<file path="config.mk">
export PLATFORM = sky130hd
export DESIGN_NAME = cache_data_array
export DESIGN_NICKNAME = d
export VERILOG_FILES = /design/src/rtl/cache_pkg.sv /design/src/rtl/cache_line_reg.sv /design/src/rtl/cache_data_array.sv
export SDC_FILE = /design/constraint.sdc
export NUM_CORES = 2
export LEC_CHECK = 0
export BUFFER_PORTS_ARGS = -buffer_cell sky130_fd_sc_hd__buf_2
export CORE_MARGIN = 4
export CORE_UTILIZATION = 57
export CTS_CLUSTER_DIAMETER = 30
export DETAILED_ROUTE_END_ITERATION = 16
export PLACE_DENSITY_LB_ADDON = 0.2
export SLEW_MARGIN = 20
export SYNTH_ARGS = -nofsm -noshare
export SYNTH_HDL_FRONTEND = slang
export SYNTH_SLANG_ARGS = --single-unit
export TNS_END_PERCENT = 5
</file>
<file path="constraint.sdc">
create_clock -name clk -period 2.4 [get_ports clk]
set_input_delay 0.12 -clock clk [delete_from_list [all_inputs] [get_ports clk]]
set_output_delay 0.12 -clock clk [all_outputs]
set_load 0.01 [all_outputs]
</file>
<file path="src/rtl/cache_pkg.sv">
// rtl/cache_pkg.sv - shared fill FSM states, width helper and default geometry for the cache data array
package cache_pkg;

    localparam int DEF_NUM_LINES  = 8;
    localparam int DEF_LINE_BYTES = 32;
    localparam int DEF_WORD_BYTES = 4;
    localparam int DEF_BEAT_BYTES = 8;

    typedef enum logic [1:0] {
        IDLE = 2'd0,
        FILL = 2'd1,
        DONE = 2'd2
    } fillStateT;

    // Never returns zero so that degenerate geometries still get a one-bit field.
    function automatic int minWidth(input int n);
        return (n > 1) ? $clog2(n) : 1;
    endfunction

    localparam int DEF_IDX_W  = minWidth(DEF_NUM_LINES);
    localparam int DEF_WOFF_W = minWidth(DEF_LINE_BYTES / DEF_WORD_BYTES);
    localparam int DEF_BEATS  = DEF_LINE_BYTES / DEF_BEAT_BYTES;
    localparam int DEF_BEAT_W = minWidth(DEF_BEATS);

endpackage

</file>
<file path="src/rtl/cache_line_reg.sv">
// rtl/cache_line_reg.sv - one cache line of byte registers with per-byte write enables
module cache_line_reg
    import cache_pkg::*;
#(
    parameter int LINE_BYTES = DEF_LINE_BYTES
) (
    input  logic                    clk,
    input  logic                    reset,
    input  logic [LINE_BYTES-1:0]   byteWe,
    input  logic [8*LINE_BYTES-1:0] wrData,
    output logic [8*LINE_BYTES-1:0] lineData
);

    always_ff @(posedge clk or negedge reset) begin
        if (!reset) begin
            lineData <= '0;
        end else begin
            for (int b = 0; b < LINE_BYTES; b++) begin
                if (byteWe[b]) begin
                    lineData[8*b +: 8] <= wrData[8*b +: 8];
                end
            end
        end
    end

endmodule

</file>
<file path="src/rtl/cache_data_array.sv">
// rtl/cache_data_array.sv - cache data store with CPU word port and multi-beat refill FSM; optional CACHE_DATA_PARITY_EN
module cache_data_array
    import cache_pkg::*;
#(
    parameter int NUM_LINES  = DEF_NUM_LINES,
    parameter int LINE_BYTES = DEF_LINE_BYTES,
    parameter int WORD_BYTES = DEF_WORD_BYTES,
    parameter int BEAT_BYTES = DEF_BEAT_BYTES,
    localparam int IDX_W     = minWidth(NUM_LINES),
    localparam int WOFF_W    = minWidth(LINE_BYTES / WORD_BYTES),
    localparam int BEATS     = LINE_BYTES / BEAT_BYTES,
    localparam int BEAT_W    = minWidth(BEATS)
) (
    input  logic                    clk,
    input  logic                    reset,
    input  logic                    rd_en,
    input  logic                    wr_en,
    input  logic [IDX_W-1:0]        idx,
    input  logic [WOFF_W-1:0]       word_off,
    input  logic [WORD_BYTES-1:0]   wr_be,
    input  logic [8*WORD_BYTES-1:0] wr_data,
    output logic [8*WORD_BYTES-1:0] rd_data,
    output logic                    rd_valid,
    input  logic                    fill_start,
    input  logic [IDX_W-1:0]        fill_idx,
    input  logic                    fill_valid,
    input  logic [8*BEAT_BYTES-1:0] fill_data,
    output logic                    fill_ready,
    output logic                    fill_done,
    output logic                    busy,
    output logic                    par_err
);

    localparam int WORD_W = 8 * WORD_BYTES;
    localparam int LINE_W = 8 * LINE_BYTES;
    localparam int WORDS  = LINE_BYTES / WORD_BYTES;

    fillStateT          state, stateNext;
    logic [BEAT_W-1:0]  beatCnt, beatCntNext;
    logic [IDX_W-1:0]   fillIdxQ, fillIdxNext;

    logic               cpuRd, cpuWr, fillWr;
    logic [LINE_BYTES-1:0] cpuMask, fillMask;
    logic [LINE_W-1:0]  lineWrData;
    logic [LINE_BYTES-1:0] lineWe [NUM_LINES];
    logic [LINE_W-1:0]  lineData [NUM_LINES];
    logic [WORD_W-1:0]  rdWord;

    always_ff @(posedge clk or negedge reset) begin
        if (!reset) begin
            state    <= IDLE;
            beatCnt  <= '0;
            fillIdxQ <= '0;
        end else begin
            state    <= stateNext;
            beatCnt  <= beatCntNext;
            fillIdxQ <= fillIdxNext;
        end
    end

    always_comb begin
        stateNext   = state;
        beatCntNext = beatCnt;
        fillIdxNext = fillIdxQ;
        fill_ready  = 1'b0;
        fill_done   = 1'b0;
        busy        = 1'b0;
        case (state)
            IDLE: begin
                if (fill_start) begin
                    stateNext   = FILL;
                    fillIdxNext = fill_idx;
                    beatCntNext = '0;
                end
            end
            FILL: begin
                fill_ready = 1'b1;
                busy       = 1'b1;
                if (fill_valid) begin
                    if (beatCnt == BEAT_W'(BEATS - 1)) begin
                        stateNext   = DONE;
                        beatCntNext = '0;
                    end else begin
                        beatCntNext = beatCnt + 1'b1;
                    end
                end
            end
            DONE: begin
                fill_done = 1'b1;
                busy      = 1'b1;
                stateNext = IDLE;
            end
            default: stateNext = IDLE;
        endcase
    end

    // CPU accesses and refill beats never overlap: CPU only in IDLE, beats only in FILL.
    assign cpuRd  = (state == IDLE) && rd_en;
    assign cpuWr  = (state == IDLE) && wr_en;
    assign fillWr = (state == FILL) && fill_valid;

    always_comb begin
        cpuMask    = LINE_BYTES'(wr_be) << (word_off * WORD_BYTES);
        fillMask   = LINE_BYTES'({BEAT_BYTES{1'b1}}) << (beatCnt * BEAT_BYTES);
        lineWrData = cpuWr ? {WORDS{wr_data}} : {BEATS{fill_data}};
        for (int l = 0; l < NUM_LINES; l++) begin
            lineWe[l] = '0;
            if (cpuWr && (idx == IDX_W'(l))) begin
                lineWe[l] = cpuMask;
            end else if (fillWr && (fillIdxQ == IDX_W'(l))) begin
                lineWe[l] = fillMask;
            end
        end
    end

    for (genvar l = 0; l < NUM_LINES; l++) begin : genLines
        cache_line_reg #(
            .LINE_BYTES(LINE_BYTES)
        ) uLine (
            .clk     (clk),
            .reset   (reset),
            .byteWe  (lineWe[l]),
            .wrData  (lineWrData),
            .lineData(lineData[l])
        );
    end

    assign rdWord = WORD_W'(lineData[idx] >> (word_off * WORD_W));

    // Read samples storage before a same-cycle write lands, giving read-before-write.
    always_ff @(posedge clk or negedge reset) begin
        if (!reset) begin
            rd_data  <= '0;
            rd_valid <= 1'b0;
        end else begin
            rd_valid <= cpuRd;
            if (cpuRd) begin
                rd_data <= rdWord;
            end
        end
    end

`ifdef CACHE_DATA_PARITY_EN
    logic [LINE_BYTES-1:0] parMem [NUM_LINES];
    logic [WORD_BYTES-1:0] rdPar;
    logic                  rdParBad;

    always_ff @(posedge clk or negedge reset) begin
        if (!reset) begin
            for (int l = 0; l < NUM_LINES; l++) begin
                parMem[l] <= '0;
            end
        end else begin
            for (int l = 0; l < NUM_LINES; l++) begin
                for (int b = 0; b < LINE_BYTES; b++) begin
                    if (lineWe[l][b]) begin
                        parMem[l][b] <= ^lineWrData[8*b +: 8];
                    end
                end
            end
        end
    end

    always_comb begin
        rdPar    = WORD_BYTES'(parMem[idx] >> (word_off * WORD_BYTES));
        rdParBad = 1'b0;
        for (int i = 0; i < WORD_BYTES; i++) begin
            if (rdPar[i] != ^rdWord[8*i +: 8]) begin
                rdParBad = 1'b1;
            end
        end
    end

    always_ff @(posedge clk or negedge reset) begin
        if (!reset) begin
            par_err <= 1'b0;
        end else begin
            par_err <= cpuRd && rdParBad;
        end
    end
`else
    assign par_err = 1'b0;
`endif

endmodule

</file>
* Word level (Yosys, flattened, before mapping)
Index checks and enable logic that the tools add are counted.
** Storage, ports and cells
- Output and inout bits :: 37
- Register bits after elaboration :: 2088
- Bits of input ports :: 115
** Operators by class
- Magnitude comparators :: 1
- Add/sub/neg operators :: 1
- Reductions and logical operators :: 27
- Multiplexer cells :: 31
- Bitwise operators :: 1
- Shifts and indexed selects :: 3
- Equality and inequality tests :: 20
** Operators by type and width (count)
- 256-bit binary-select mux with 3-bit select :: 1
- 256-bit two-way mux :: 3
- 32-bit two-way mux :: 16
- 256-bit by 8-bit right shift with 32-bit output :: 1
- 4-bit by 5-bit << shifter with 32-bit output :: 1
- 8-bit by 5-bit << shifter with 32-bit output, first input constant :: 1
- 3-bit == test, second input constant :: 8
- 1-bit logical AND :: 19
- 3-bit by 2-bit == test with 1-bit output, second input constant :: 4
- 2-bit two-way mux :: 6
- 2-bit one-hot mux with 2 select lines :: 2
- 3-bit by 1-bit == test with 1-bit output, second input constant :: 2
- 3-bit zero test :: 2
- 2-bit != test, second input constant :: 3
- 3-bit AND reduction :: 2
- 2-bit == test, second input constant :: 2
- 4-bit >= comparator, second input constant :: 1
- 3-bit inverter with 4-bit output :: 1
- 1-bit two-way mux :: 3
- 2-bit by 1-bit adder with 2-bit output, second input constant :: 1
- 2-bit by 1-bit == test with 1-bit output, second input constant :: 1
- 2-bit zero test :: 1
- 2-bit AND reduction :: 1
- 2-bit nonzero test :: 1
- 2-bit OR reduction :: 1

* Logic depth before layout (Yosys ltp)
- Word-level depth :: 5
- Gate-level depth with buffers :: 10

* Modules after synthesis
A second synthesis with hierarchy kept.
** Second synthesis, totals
- Cell total of the unflattened synthesis :: 6289
- Area total of the unflattened synthesis :: 98050.3 sq um
** By module, submodules not included
- cache_line_reg :: times used 8, seq. area each 6406.1 sq um, cells an instance 544, area an instance 9649.3 sq um
- cache_data_array :: times used 1, seq. area each 1001.0 sq um, cells an instance 1937, area an instance 20856.3 sq um

* Worst setup path after synthesis
Ideal clock, no wire load.
- Path kind :: reg-to-reg
- Start :: register state[0]
- End :: register genLines[5].uLine.lineData[122]
- Arrival time :: 2.379 ns
- Path buffers :: 3
- Setup slack :: -0.106 ns
- Library setup time :: 0.127 ns
- Stages on the path, launching flop included :: 10
- Data required time :: 2.273 ns
- Period minus slack after synthesis :: 2.506 ns
- Cells stage by stage :: dfrtp_1 -> inv_1 -> ha_1 -> buf_2 -> nand2_1 -> clkbuf_1 -> nor3_2 -> buf_2 -> a21oi_2 -> mux2_1
** Between the ends
- Longest elaborated chain between the ends :: 5
- Elaborated cells on any way between the ends :: 9
- Those cells by class :: 1 x eq/ne; 3 x mux; 5 x reduce/logical
** Ends and longest elaborated chain
- from (decl) :: RTL line cache_data_array.sv:38 : fillStateT state, stateNext;
- from (signal assigned) :: RTL line cache_data_array.sv:55 : state <= stateNext;
- 2-bit by 1-bit == test with 1-bit output :: RTL line cache_data_array.sv:100 : assign fillWr = (state == FILL) && fill_valid;
- 1-bit logical AND :: RTL line cache_data_array.sv:100
- 1-bit logical AND :: RTL line cache_data_array.sv:110 : end else if (fillWr && (fillIdxQ == IDX_W'(l))) begin
- 32-bit two-way mux :: RTL line cache_data_array.sv:110
- 32-bit two-way mux :: RTL line cache_data_array.sv:108 : if (cpuWr && (idx == IDX_W'(l))) begin
- to (signal, indexed assignment) :: RTL line cache_line_reg.sv:20 : lineData[8*b +: 8] <= wrData[8*b +: 8];
- to (decl) :: RTL line cache_line_reg.sv:11 : output logic [8*LINE_BYTES-1:0] lineData
Several ways; a longest one is shown, not always the timed one.
A chain may end at the register's enable or synchronous reset.

* Worst setup path in the final report
- Start :: register state[1]
- End :: register genLines[1].uLine.lineData[212]
** Between the ends
- Longest elaborated chain between the ends :: 5
- Elaborated cells on any way between the ends :: 9
- Those cells by class :: 1 x eq/ne; 3 x mux; 5 x reduce/logical
** Ends and longest elaborated chain (RTL line)
- 2-bit by 1-bit == test with 1-bit output :: cache_data_array.sv:100
- 1-bit logical AND :: cache_data_array.sv:100
- 1-bit logical AND :: cache_data_array.sv:110
- 32-bit two-way mux :: cache_data_array.sv:110
- 32-bit two-way mux :: cache_data_array.sv:108
- to (signal, indexed assignment) :: cache_line_reg.sv:20
- to (decl) :: cache_line_reg.sv:11
Several ways; a longest one is shown, not always the timed one.

==> metrics.cfg <==
[logic_synthesis]
synthAdderAreaFrac = 0.00116
synth.distinct_cells = 66
synth_top_area_frac = 0.540
yosysSeqAreaShare = 0.540
muxShareOfSynthArea = 0.365
ys.flop_type = dfrtp_1
synth_xor_xnor_area_share = 0
synth_seq_cells = 2088
synth_area_leaders = dfrtp_1, mux2_2, mux4_2
synthArstFlopShare = 1.00
synth_top_family_by_area = multiplexers
yosysTopAreaCell = dfrtp_1
syn_avg_cell_area_um2 = 15.1
syn_inst = 6411
synthSimpleGateAreaFrac = 0.0281
synth-compound-area-share = 0.0452
syn_nets = 6535
syn_area_um2 = 96700
yosys_warnings = 0
synth-edff-count = 0

[detailed_routing]
post_drt_wl_per_cell_um = 32.4
ant_nets = 0
routed_wl_um = 324000
drtIter0Drc = 6304
drc_errors = 0
wl_met1_um = 125000
via_per_inst = 6.56
vias = 65592
top_layer_used = met4
wl_met3_um = 28300
drt-pass1-iter-count = 6
wl_met2_um = 149000

[finish]
syn2layout_area_growth_pct = 32.8
drive_gt1_frac = 0.587
nNetsFinal = 7566
n_fill_cell = 9341
fin_area_um2 = 128000
final_core_util = 0.764

[global_routing]
antenna_found_initial = 11
grt_usage = 0.370
grt_max_degree = 155
first_global_vias = 70075
grt_overflow_total = 0
grt_first_pass_wirelength_um = 476000

[floorplan]
die_w_um = 420
coreArea_um2 = 168000
rows = 150
ios = 152
die_h_um = 420
start_util = 0.576
die_area_um2 = 176000

[timing]
whs_ns = -0.0108
rsz0062_at_grt = yes
timing.fmax_mhz = 381
timing.final.crit_share = 1.09
period_needed_ns = 2.63
final_hold_viol_count = 8
fin_ws_ns = -0.225
relSlewSlack = 0.138
tightest_slew_ns = 1.29
finalSetupViolCount = 1441
fin_skew_ns = 0.0624
finalMaxSlewViolations = 0

[cts]
cts_buffers = 435
cts.path.max_buffers = 4
clkTransAtPathRegs_ns = 0.05
cts_tree = yes
htree_levels = 5
insertion_delay_ns = 0.98
clock_sinks = 2088
cts_root_buf = clkbuf_16

[setup_path]
crit_path_start_kind = flip-flop
cpPeakStageDelay_ns = 0.39
crit_path_end_kind = flip-flop
crit_chain = inv_2 -> ha_4 -> and3b_2 -> buf_6 -> buf_12 -> nand2_2 -> buf_12 -> buf_4 -> o21ai_2 -> buf_6 -> mux2_2
critPathKind = flip-flop to flip-flop
cp_max_fo = 16
crit_slowest_cell = dfrtp_1
crit_required_ns = 3.20
arrival_ns = 3.43

[run_status]
run_status = finished, violations left
violations = negative hold slack, negative setup slack

[pwr]
p_per_area_nw_per_um2 = 1150
power_leakage_nw = 60.0
peakVddDrop_uv = 909

[worst_hold_path]
hold_class = primary input to flip-flop

[placement]
place_area_um2 = 108000
port_buffers = 150
gp_congestion = 0.961
dp_hpwl_um = 211000

[flow_run]
drv_cap = 0

-- stage by stage --
step / cells / setup TNS (ns) / power, W / setup WS [ns]
finish: 10000 / -100.97 / 0.147 / -0.225
global route: 9997 / -185.34 / 0.152 / -0.265
CTS: 9987 / -49.81 / 0.146 / -0.129
detailed placement: 9073 / -618.91 / 0.0815 / -0.547
global placement: 9073 / -630.58 / 0.0797 / -0.822
floorplan: 6411 / -69.14 / 0.0688 / -0.0727
-- power by group --
group	leakage [nW]	internal, W	switching (W)
registers	28.2	0.0459	0.00594
logic	24.3	0.0175	0.0151
clock network	7.54	0.0435	0.0195
-- registers in the layout (all words and copies together) (netlist names) --
register and count:
beatCnt 2, fillIdxQ 3, genLines.uLine.lineData 2048, rd_data 32, rd_valid 1, state 2
-- layout make-up --
class	instances	area, um2	share of cell area
antenna	8	20.0	0.000156
clock buffer	549	12100	0.0939
clock inverter	234	3430	0.0267
inverter	10	47.5	0.000370
multi-input combinational	3852	45500	0.354
sequential	2088	52300	0.407
tap	2204	2760	0.0215
timing repair buffer	1055	12300	0.0960
-- cell families (layout without fill, tap and decap cells) --
family / after synthesis / after routing
flops: 2088 / 2088
mux: 2659 / 2659
buf+inv: 471 / 1848
compound gates: 555 / 555
fa+ha+maj: 9 / 9
simple gates: 628 / 628
other cells: 1 / 9
-- final timing paths --
check	start	endpoint	slack (ns)	cells after the start
max	state[1]	genLines[1].uLine.lineData[212]	-0.23	11
min in group asynchronous	reset	genLines[0].uLine.lineData[71]	0.45	4
min reg2reg	genLines[7].uLine.lineData[189]	genLines[7].uLine.lineData[189]	0.49	1
max in group asynchronous	reset	genLines[2].uLine.lineData[233]	0.97	4
min	wr_data[6]	genLines[1].uLine.lineData[70]	-0.01	5
max reg2reg	state[1]	genLines[1].uLine.lineData[212]	-0.23	11
-- repair_timing --
action                                  in CTS  in global routing
hold endpoints to repair                  4156                  0
endpoints found under the setup margin    2048               1914
buffers inserted                            19                  5
pin swaps                                   18                 17
hold buffers                               112                  0
gates cloned                                 1                  0
resized for setup                          348                320
-- metal layers --
| metal | global-route usage | vias to the layer above |
|---|---|---|
| met1 | 0.484 | 35139 |
| met4 | 0.215 | 0 |
| met5 | 0 | - |
| met2 | 0.565 | 3179 |
| met3 | 0.0924 | 1026 |
| li1 | - | 26248 |
-- worst max-delay path: cells and delay by family (launching register included) --
kind	cells	cell delay, ns
buffers and inverters	6	0.96
DFF	1	0.39
and+or+nand+nor	2	0.36
muxes	1	0.36
AOI/OAI and AO/OA	1	0.19
adders and majority gates	1	0.16
-- placed cells by master, fill, tap and decap left out, types with 111 or more instances in the layout --
master	count
buf_12	338
buf_2	145
buf_4	409
clkbuf_16	440
dfrtp_1	2088
dlygate4sd3_1	111
mux2_2	1731
mux2_4	352
mux4_2	482
nand2_1	341
o21ai_4	111
-- synth_stat cells (all sizes together), types with 3 or more instances --
library cell     n
a32oi           15
nand3           66
a211oi          35
nor2b           39
nand2          370
a22oi           33
o22a             5
a311oi           4
o22ai           33
mux2          2089
o31ai            4
mux2i           88
a221oi          17
a21oi          116
a221o            8
o21ai          195
mux4           482
nor3            10
and2            18
nand2b          10
a31oi           20
o32ai           11
o211ai           9
nor2            95
and3             5
or3b             3
o221ai          20
ha               9
a2111oi         15
buf            153
inv              8
dfrtp         2088
clkbuf         308
(Power assumes the default switching activity.)
